--- config.mk ---
export PLATFORM = sky130hd
export DESIGN_NAME = i3c_sdr_target
export DESIGN_NICKNAME = d
export VERILOG_FILES = /design/src/rtl/i3c_globals_pkg.sv /design/src/rtl/i3c_bus_cond_det.sv /design/src/rtl/i3c_sdr_target.sv
export SDC_FILE = /design/constraint.sdc
export NUM_CORES = 1
export LEC_CHECK = 0
export BUFFER_PORTS_ARGS = -buffer_cell sky130_fd_sc_hd__buf_2
export CORE_MARGIN = 4
export CORE_UTILIZATION = 40
export CTS_CLUSTER_DIAMETER = 80
export CTS_CLUSTER_SIZE = 16
export DETAILED_ROUTE_END_ITERATION = 8
export PLACE_DENSITY = 0.62
export SETUP_SLACK_MARGIN = 0.3
export SLEW_MARGIN = 5
export SYNTH_ARGS = -nofsm -noshare
export SYNTH_HDL_FRONTEND = slang
export SYNTH_HIERARCHICAL = 1
export SYNTH_SLANG_ARGS = --single-unit
--- constraint.sdc ---
create_clock -name clock -period 3.62 [get_ports clock]
set_clock_uncertainty 0.1 [all_clocks]
set_input_delay 0.181 -clock clock [delete_from_list [all_inputs] [get_ports clock]]
set_output_delay 0.181 -clock clock [all_outputs]
set_load 0.03 [all_outputs]
--- src/rtl/i3c_globals_pkg.sv ---
// Shared types and constants for the I3C SDR target.
package i3c_globals_pkg;

  typedef enum logic [2:0] {IDLE, ADDR, ACK, WR, RD, IGNORE} i3c_tgt_state_e;

  localparam logic [6:0] I3C_BCAST_ADDR = 7'h7E;

  // T-bit value that makes the 9-bit word {data, T} odd parity.
  function automatic logic odd_parity_t(input logic [7:0] d);
    return ~^d;
  endfunction

endpackage

--- src/rtl/i3c_bus_cond_det.sv ---
// Synchronizes SCL/SDA and decodes START/Sr, STOP and SCL edges.
module i3c_bus_cond_det #(
  parameter int SYNC_STAGES = 2
) (
  input  logic clock,
  input  logic reset,
  input  logic i_scl,
  input  logic i_sda,
  output logic o_sda,
  output logic o_start,
  output logic o_stop,
  output logic o_scl_rise,
  output logic o_scl_fall
);

  logic [SYNC_STAGES-1:0] r_scl_sync;
  logic [SYNC_STAGES-1:0] r_sda_sync;
  logic                   r_scl_prev;
  logic                   r_sda_prev;
  logic                   w_scl;
  logic                   w_sda;

  // Reset to the idle-bus level so releasing reset never fakes an edge.
  always_ff @(posedge clock or posedge reset) begin
    if (reset) begin
      r_scl_sync <= '1;
      r_sda_sync <= '1;
      r_scl_prev <= 1'b1;
      r_sda_prev <= 1'b1;
    end else begin
      r_scl_sync <= {r_scl_sync[SYNC_STAGES-2:0], i_scl};
      r_sda_sync <= {r_sda_sync[SYNC_STAGES-2:0], i_sda};
      r_scl_prev <= w_scl;
      r_sda_prev <= w_sda;
    end
  end

  assign w_scl      = r_scl_sync[SYNC_STAGES-1];
  assign w_sda      = r_sda_sync[SYNC_STAGES-1];
  assign o_sda      = w_sda;
  assign o_start    = r_scl_prev & w_scl & r_sda_prev & ~w_sda;
  assign o_stop     = r_scl_prev & w_scl & ~r_sda_prev & w_sda;
  assign o_scl_rise = ~r_scl_prev & w_scl;
  assign o_scl_fall = r_scl_prev & ~w_scl;

endmodule

--- src/rtl/i3c_sdr_target.sv ---
// I3C SDR bus target: header decode/ACK, parity-checked writes, T-bit terminated reads.
module i3c_sdr_target
  import i3c_globals_pkg::*;
#(
  parameter logic [6:0] TGT_ADDR    = 7'h2A,
  parameter bit         RESP_BCAST  = 1'b1,
  parameter int         SYNC_STAGES = 2
) (
  input  logic       clock,
  input  logic       reset,
  input  logic       scl_in,
  input  logic       sda_in,
  output logic       sda_out,
  output logic       sda_oen,
  output logic [7:0] wr_data,
  output logic       wr_valid,
  output logic       wr_perr,
  input  logic [7:0] rd_data,
  input  logic       rd_valid,
  output logic       rd_ready,
  output logic       busy,
  output logic       xfer_done
);

  i3c_tgt_state_e r_state;
  logic [3:0]     r_bit_cnt;
  logic [7:0]     r_shift;
  logic           r_rnw;
  logic           r_bcast;
  logic           r_ack_on;
  logic           r_rdv;
  logic           r_t_final;
  logic           r_addressed;

  logic w_sda, w_start, w_stop, w_scl_rise, w_scl_fall;
  logic w_hdr_self, w_hdr_bcast, w_hdr_match;

  i3c_bus_cond_det #(.SYNC_STAGES(SYNC_STAGES)) u_cond (
    .clock      (clock),
    .reset      (reset),
    .i_scl      (scl_in),
    .i_sda      (sda_in),
    .o_sda      (w_sda),
    .o_start    (w_start),
    .o_stop     (w_stop),
    .o_scl_rise (w_scl_rise),
    .o_scl_fall (w_scl_fall)
  );

  // Header is judged on the 8th rise: r_shift holds the 7 address bits, w_sda is RnW.
  assign w_hdr_self  = (r_shift[6:0] == TGT_ADDR);
  assign w_hdr_bcast = (r_shift[6:0] == I3C_BCAST_ADDR) && !w_sda && RESP_BCAST;
  assign w_hdr_match = w_hdr_self || w_hdr_bcast;

  always_ff @(posedge clock or posedge reset) begin
    if (reset) begin
      r_state     <= IDLE;
      r_bit_cnt   <= 4'd0;
      r_shift     <= 8'h00;
      r_rnw       <= 1'b0;
      r_bcast     <= 1'b0;
      r_ack_on    <= 1'b0;
      r_rdv       <= 1'b0;
      r_t_final   <= 1'b0;
      r_addressed <= 1'b0;
      sda_out     <= 1'b1;
      sda_oen     <= 1'b1;
      wr_data     <= 8'h00;
      wr_valid    <= 1'b0;
      wr_perr     <= 1'b0;
      rd_ready    <= 1'b0;
      busy        <= 1'b0;
      xfer_done   <= 1'b0;
    end else begin
      wr_valid  <= 1'b0;
      wr_perr   <= 1'b0;
      rd_ready  <= 1'b0;
      xfer_done <= 1'b0;
      if (w_start) begin
        r_state   <= ADDR;
        r_bit_cnt <= 4'd0;
        r_ack_on  <= 1'b0;
        r_t_final <= 1'b0;
        sda_oen   <= 1'b1;
        sda_out   <= 1'b1;
        busy      <= 1'b1;
        // A repeated START keeps the addressed flag of the ongoing frame.
        if (!busy) r_addressed <= 1'b0;
      end else if (w_stop) begin
        r_state     <= IDLE;
        sda_oen     <= 1'b1;
        sda_out     <= 1'b1;
        busy        <= 1'b0;
        xfer_done   <= r_addressed;
        r_addressed <= 1'b0;
      end else begin
        case (r_state)
          IDLE: ;
          ADDR: if (w_scl_rise) begin
            r_shift <= {r_shift[6:0], w_sda};
            if (r_bit_cnt == 4'd7) begin
              r_bit_cnt <= 4'd0;
              r_rnw     <= w_sda;
              r_bcast   <= w_hdr_bcast;
              r_state   <= w_hdr_match ? ACK : IGNORE;
              if (w_hdr_match) r_addressed <= 1'b1;
            end else begin
              r_bit_cnt <= r_bit_cnt + 4'd1;
            end
          end
          ACK: if (w_scl_fall) begin
            if (!r_ack_on) begin
              r_ack_on <= 1'b1;
              sda_out  <= 1'b0;
              sda_oen  <= 1'b0;
            end else begin
              r_ack_on  <= 1'b0;
              r_bit_cnt <= 4'd0;
              if (r_bcast || !r_rnw) begin
                sda_oen <= 1'b1;
                sda_out <= 1'b1;
                r_state <= r_bcast ? IGNORE : WR;
              end else begin
                // The fall ending ACK is also the first data slot of a read.
                r_state <= RD;
                sda_oen <= 1'b0;
                if (rd_valid) begin
                  r_shift  <= rd_data;
                  sda_out  <= rd_data[7];
                  rd_ready <= 1'b1;
                end else begin
                  sda_out   <= 1'b0;
                  r_t_final <= 1'b1;
                end
              end
            end
          end
          WR: if (w_scl_rise) begin
            if (r_bit_cnt == 4'd8) begin
              r_bit_cnt <= 4'd0;
              if (w_sda == odd_parity_t(r_shift)) begin
                wr_data  <= r_shift;
                wr_valid <= 1'b1;
              end else begin
                wr_perr <= 1'b1;
                r_state <= IGNORE;
              end
            end else begin
              r_shift   <= {r_shift[6:0], w_sda};
              r_bit_cnt <= r_bit_cnt + 4'd1;
            end
          end
          RD: begin
            // r_bit_cnt is the slot currently on the bus: 0..7 data, 8 = T-bit.
            if (w_scl_rise && r_bit_cnt == 4'd7) r_rdv <= rd_valid;
            if (w_scl_fall) begin
              if (r_t_final) begin
                sda_oen   <= 1'b1;
                sda_out   <= 1'b1;
                r_t_final <= 1'b0;
                r_state   <= IGNORE;
              end else if (r_bit_cnt == 4'd7) begin
                sda_out   <= r_rdv;
                r_t_final <= ~r_rdv;
                r_bit_cnt <= 4'd8;
              end else if (r_bit_cnt == 4'd8) begin
                r_shift   <= rd_data;
                sda_out   <= rd_data[7];
                rd_ready  <= 1'b1;
                r_bit_cnt <= 4'd0;
              end else begin
                r_shift   <= {r_shift[6:0], 1'b0};
                sda_out   <= r_shift[6];
                r_bit_cnt <= r_bit_cnt + 4'd1;
              end
            end
          end
          IGNORE: begin
            sda_oen <= 1'b1;
            sda_out <= 1'b1;
          end
          default: r_state <= IDLE;
        endcase
      end
    end
  end

endmodule

Word-level counts from Yosys, hierarchy flattened
Index checks and enable logic that the tools add are counted.
- reductions and logical operators: 31
- multiplexer cells: 107
- bitwise gates (word level): 14
- $add $sub $neg: 1
- equal/unequal tests: 40
- operators with widths (operator ; number):
    $mux W8 ; 11
    $mux W1 ; 64
    $mux W4 ; 11
    $mux W3 ; 14
    $pmux W8 S4 ; 1
    $ne A4 B2 Y1 const B ; 7
    $ne A2 B2 Y1 const B ; 9
    $ne A3 B2 Y1 const B ; 6
    $pmux W4 S4 ; 1
    $pmux W3 S5 ; 1
    $reduce_bool A3 Y1 ; 5
    $reduce_and A13 Y1 ; 1
    $reduce_and A10 Y1 ; 1
    $reduce_and A5 Y1 ; 2
    $reduce_bool A5 Y1 ; 2
    $ne A3 B1 Y1 const B ; 3
    $ne A4 B1 Y1 const B ; 2
    $reduce_and A4 Y1 ; 2
    $reduce_and A8 Y1 ; 1
    $reduce_xnor A8 Y1 ; 1
    $and A1 B1 Y1 ; 7
    $eq A7 B6 Y1 const B ; 1
    $eq A7 B7 Y1 const B ; 1
    $not A1 Y1 ; 7
    other kinds (20) ; 32
- register bits after elaboration: 42
- bits of input ports: 13
- logic and storage cells: 214

Depth between registers and ports, before layout
- depth after elaboration: 9
- depth in mapped cells: 7

Modules after synthesis
The synthesis kept the hierarchy.
- by module, submodules not included (module ; cells an instance ; area each (µm²) ; instances ; seq. area each (µm²)):
    i3c_sdr_target ; 215 ; 2219.6 ; 1 ; 903.4
    i3c_bus_cond_det ; 11 ; 193.9 ; 1 ; 157.7

Least setup slack after synthesis
No wires, ideal clock.
- path type: register to register
- start point: reg u_cond.r_scl_sync[1]
- end point: reg r_shift[1]
- arrival time: 2.224 ns
- buffers on the path: 0
- setup slack: 1.172 ns
- stages on the path, launching flop included: 7
- clock period less this slack: 2.448 ns
- cells stage by stage: dfstp_2 -> nor2b_1 -> inv_1 -> o21ai_0 -> nand3_4 -> nor4b_4 -> mux2_2
- elaborated cells on any way between the ends: 15
- classes of those cells: 4 x eq/ne; 10 x bitwise; 1 x reduce/logical
- RTL lines (item ; line ; source):
    start, declared ; i3c_bus_cond_det.sv:16 ; logic [SYNC_STAGES-1:0] r_scl_sync;
    start signal, assigned ; i3c_bus_cond_det.sv:31 ; r_scl_sync <= {r_scl_sync[SYNC_STAGES-2:0], i_scl};
    $and A1 B1 Y1 * ; i3c_bus_cond_det.sv:43 ; assign o_scl_rise = ~r_scl_prev & w_scl;
    via w_scl_rise ; i3c_sdr_target.sv:35 ; logic w_sda, w_start, w_stop, w_scl_rise, w_scl_fall;
    $ne A2 B2 Y1 (no source line) ; n/a ;
    $reduce_and A13 Y1 (no source line) * ; n/a ;
    end signal, assigned ; i3c_sdr_target.sv:100 ; r_shift <= {r_shift[6:0], w_sda};
    end signal, assigned ; i3c_sdr_target.sv:128 ; r_shift <= rd_data;
    end signal, assigned ; i3c_sdr_target.sv:149 ; r_shift <= {r_shift[6:0], w_sda};
    end, declared ; i3c_sdr_target.sv:27 ; logic [7:0] r_shift;
Mark *: on every way through the listed nets, which the timed path passes. The rest lies on a longest branch.
A chain may end at the register's enable or synchronous reset.

Final worst setup path
- start point: reg r_state[0]
- end point: reg r_shift[1]
- longest elaborated chain between the ends: 3
- elaborated cells on any way between the ends: 17
- classes of those cells: 14 x eq/ne; 1 x mux; 2 x reduce/logical
- RTL lines (item ; line ; source):
    start, declared ; i3c_sdr_target.sv:25 ; i3c_tgt_state_e r_state;
    start signal, assigned ; i3c_sdr_target.sv:105 ; r_state <= w_hdr_match ? ACK : IGNORE;
    start signal, assigned ; i3c_sdr_target.sv:122 ; r_state <= r_bcast ? IGNORE : WR;
    $eq A3 B2 Y1, or another cell as far along ; i3c_sdr_target.sv:97 ; case (r_state)
    $ne A2 B1 Y1 (no source line), or another cell as far along ; n/a ;
    $reduce_and A13 Y1 (no source line) ; n/a ;
Parallel ways exist; a longest one is shown, timed or not.

==> impl_metrics.ini <==
[synth]
synthFlopType = dfrtp_1
synth-seq-area-share = 0.440
netlist_area_mm2 = 0.00241
synth_edf_count = 0
async_reset_ff_frac = 1.00
synth_top_area_frac = 0.353
syn_avg_cell_area_um2 = 10.7
synth_seq_cells = 42
synthDistinctLibCells = 56
yosysWarnings = 6
ys_top_cells_by_area = dfrtp_1 35%, mux2_2 10%, dfstp_2 8.7%
syn_inst = 226
synth.largest_area_cell = dfrtp_1
syn_nets = 246

[route]
wirelength_um = 5250
drc = 0
vias_per_cell = 5.59
wl_per_cell_um = 15.8
first_iter_violations = 167
firstDrtPassIters = 4
vias = 1857
drtAntennaViolNets = 0

[clocking]
cts_buffers = 5
insertion_delay_ps = 290
cts_setup_buffers = 0
numClockSinks = 42
clk_pin_slew_ps = 80
tritoncts = built
cts_root_buf = clkbuf_8
cts_resized = 0
cts_htree_levels = 2
clk_path_buf_depth = 2

[worst_setup_path]
reg2reg_from = r_state[0]$_DFFE_PP0P_
critPathCaptureType = flop
crit_required_ps = 3700
slowest_stage = dfrtp_1
r2r_setup_slack_ps = 800
r2r-end = r_shift[1]$_DFFE_PP0P_
cp_data_arrival_time_ps = 2900
crit_type = flop to flop
critPathMaxFanout = 22
max_stage_delay_ps = 780
rr_worst_depth = 5
start_kind = flop
crit_path_cell_trace = nor2_1, a221oi_4, nand3_4, nor4b_4, mux2_2

[die]
placementRows = 28
die_width_um = 85.7
initial_utilization = 0.410
die_h_um = 85.7
boundaryPins = 28
design.die.area_mm2 = 0.00734
coreArea_mm2 = 0.00589

[worst_hold_path]
hold_end = r_shift[4]$_DFFE_PP0P_
holdCritStartpoint = rd_data[4]
hold_path.class = primary input to flop
hold_path_depth = 3

[finish]
finish.utilization = 0.469
finalNetCount = 277
fillers = 575
drive_gt1_frac = 0.288
area_delta_synth_final_pct = 14.4
n_antenna_cell = 0

[timing]
fin_crit_ps = 2820
max_slew.worst_pin.slew_ps = 675
timing.hold.ws_ps = 80.7
finalSetupViolCount = 0
finalHoldViolCount = 0
rsz0062_at_grt = false
slew_headroom = 0.550
slew_violations = 0
period_share = 0.778
max_freq_mhz = 355
tns_ps = 0
finalWorstSetupSlack_ps = 804

[grt]
antenna_found_initial = 0
grt_overflow = 0
grt_pass1_vias = 1700
grt_max_degree = 24
track_usage = 0.152
grt_pass1_wl_um = 8690

[power]
ir_drop_mv = 0.395
powerDensity_mw_per_mm2 = 819
power.leakage_nw = 1.28

[place]
dpl_worst_slack_ps = 819
gp_congestion = 0.875
port_buffers = 27
dp_hpwl_um = 3850

[status]
status = finished, final reports clean

[flow_run]
max_cap_viol_count = 0
-- sequential cells by signal, summed over array words and instances, names as in the netlist --
signal and count:
u_cond/r_sda_sync 2, busy 1, r_bit_cnt 4, u_cond/r_scl_sync 2
r_rnw 1, wr_data 8, u_cond/r_sda_prev 1, r_bcast 1
r_state 3, wr_perr 1, u_cond/r_scl_prev 1, xfer_done 1
sda_out 1, r_ack_on 1, sda_oen 1, r_rdv 1
r_t_final 1, wr_valid 1, rd_ready 1, r_shift 8
r_addressed 1
-- cell usage in the layout (no fill, tap or decap), types with 3 or more instances in the layout --
cell type      netlist  final
nand3b_1             4      4
o22ai_1              4      4
nand4_1              3      3
clkbuf_8             0      6
a21oi_1             12     12
nand3_1              4      4
and4b_1              3      3
mux2_2              22     22
dlygate4sd3_1        0      3
and3b_1              3      3
nand2b_1             3      3
buf_2                1     27
mux2i_1              6      6
nor2b_1              7      7
ha_1                 7      7
nor3_1               4      4
inv_1               14     14
dfrtp_1             34     34
nor2_1              18     18
nand2_1             11     11
dfstp_2              8      8
o211ai_1             3      3
o21ai_0              8      8
-- cell type report --
cell class	count	area (um2)	area share
multi-input combinational	162	1260	0.457
sequential	42	1060	0.384
timing repair buffer	32	180	0.0652
tap	75	93.8	0.0340
clock buffer	6	82.6	0.0299
inverter	14	52.6	0.0190
clock inverter	1	30.0	0.0109
-- how the worst max path moves through the flow --
| stage | start | endpoint | slack (ps) | cells after the start |
|---|---|---|---|---|
| 3_3_place_gp | u_cond/r_scl_prev$_DFF_PP1_ | r_shift[6]$_DFFE_PP0P_ | 890 | 6 |
| 6_report | r_state[0]$_DFFE_PP0P_ | r_shift[1]$_DFFE_PP0P_ | 800 | 5 |
| 4_1_cts | u_cond/r_scl_prev$_DFF_PP1_ | r_shift[1]$_DFFE_PP0P_ | 820 | 6 |
| 2_1_floorplan | u_cond/r_scl_sync[1]$_DFF_PP1_ | r_shift[1]$_DFFE_PP0P_ | 1170 | 6 |
| 5_1_grt | r_state[2]$_DFFE_PP0P_ | r_shift[3]$_DFFE_PP0P_ | 690 | 5 |
| 3_5_place_dp | u_cond/r_scl_prev$_DFF_PP1_ | r_shift[1]$_DFFE_PP0P_ | 820 | 6 |
-- kinds of logic (layout without fill, tap and decap cells) --
logic type	count (synthesis)	count (layout)	share of synthesized area
adders and majority gates	7	7	0.0363
xor gates and xnor gates	6	6	0.0306
DFF	42	42	0.440
AOI/OAI and AO/OA	46	46	0.138
and+or+nand+nor	75	75	0.190
buffers and inverters	22	53	0.0378
muxes	28	28	0.128
-- metrics by stage --
| stage | total power [mW] | cells | cell area (um2) |
|---|---|---|---|
| finish | 2.26 | 332 | 2760 |
| global route | 2.44 | 332 | 2760 |
| CTS | 2.28 | 332 | 2760 |
| detailed placement | 1.89 | 322 | 2620 |
| global placement | 1.87 | 322 | 2620 |
| floorplan | 1.66 | 226 | 2410 |
-- cells in the mapped netlist, types with 3 or more instances --
cell	count
mux2i_1	6
ha_1	7
o21ai_0	8
and4b_1	3
nand3b_1	4
o211ai_1	3
a21oi_1	12
nor2_1	18
nand2b_1	3
nand2_1	11
inv_1	14
mux2_2	22
clkbuf_1	6
and3b_1	3
nor2b_1	7
nand3_1	4
nor3_1	4
nand4_1	3
dfrtp_1	34
dfstp_2	8
o22ai_1	4
-- report_power, final --
group          leakage [nW]  total, mW  internal [mW]  switching (mW)
sequential            0.522      0.797          0.602           0.195
combinational         0.702       1.09          0.523           0.563
clock                0.0573      0.378          0.221           0.157
-- metal layers --
layer | global-route usage | vias up | part of all wire
li1 | - | 888 | -
met1 | 0.211 | 898 | 0.46
met2 | 0.228 | 63 | 0.46
met3 | 0.0423 | 8 | 0.066
met4 | 0.0489 | 0 | 0.012
met5 | 0 | - | 0
-- critical path, delay by kind of cell (launching register included) --
| kind | cells | cell delay [ps] |
|---|---|---|
| and+or+nand+nor | 3 | 990 |
| DFF | 1 | 780 |
| AOI/OAI and AO/OA | 1 | 430 |
| muxes | 1 | 410 |
-- what timing repair did --
action / CTS / global route
hold endpoints to repair: 19 / 0
hold buffers: 3 / 0
setup endpoints to repair: 0 / 0
Power figures use the tool's default switching activity.
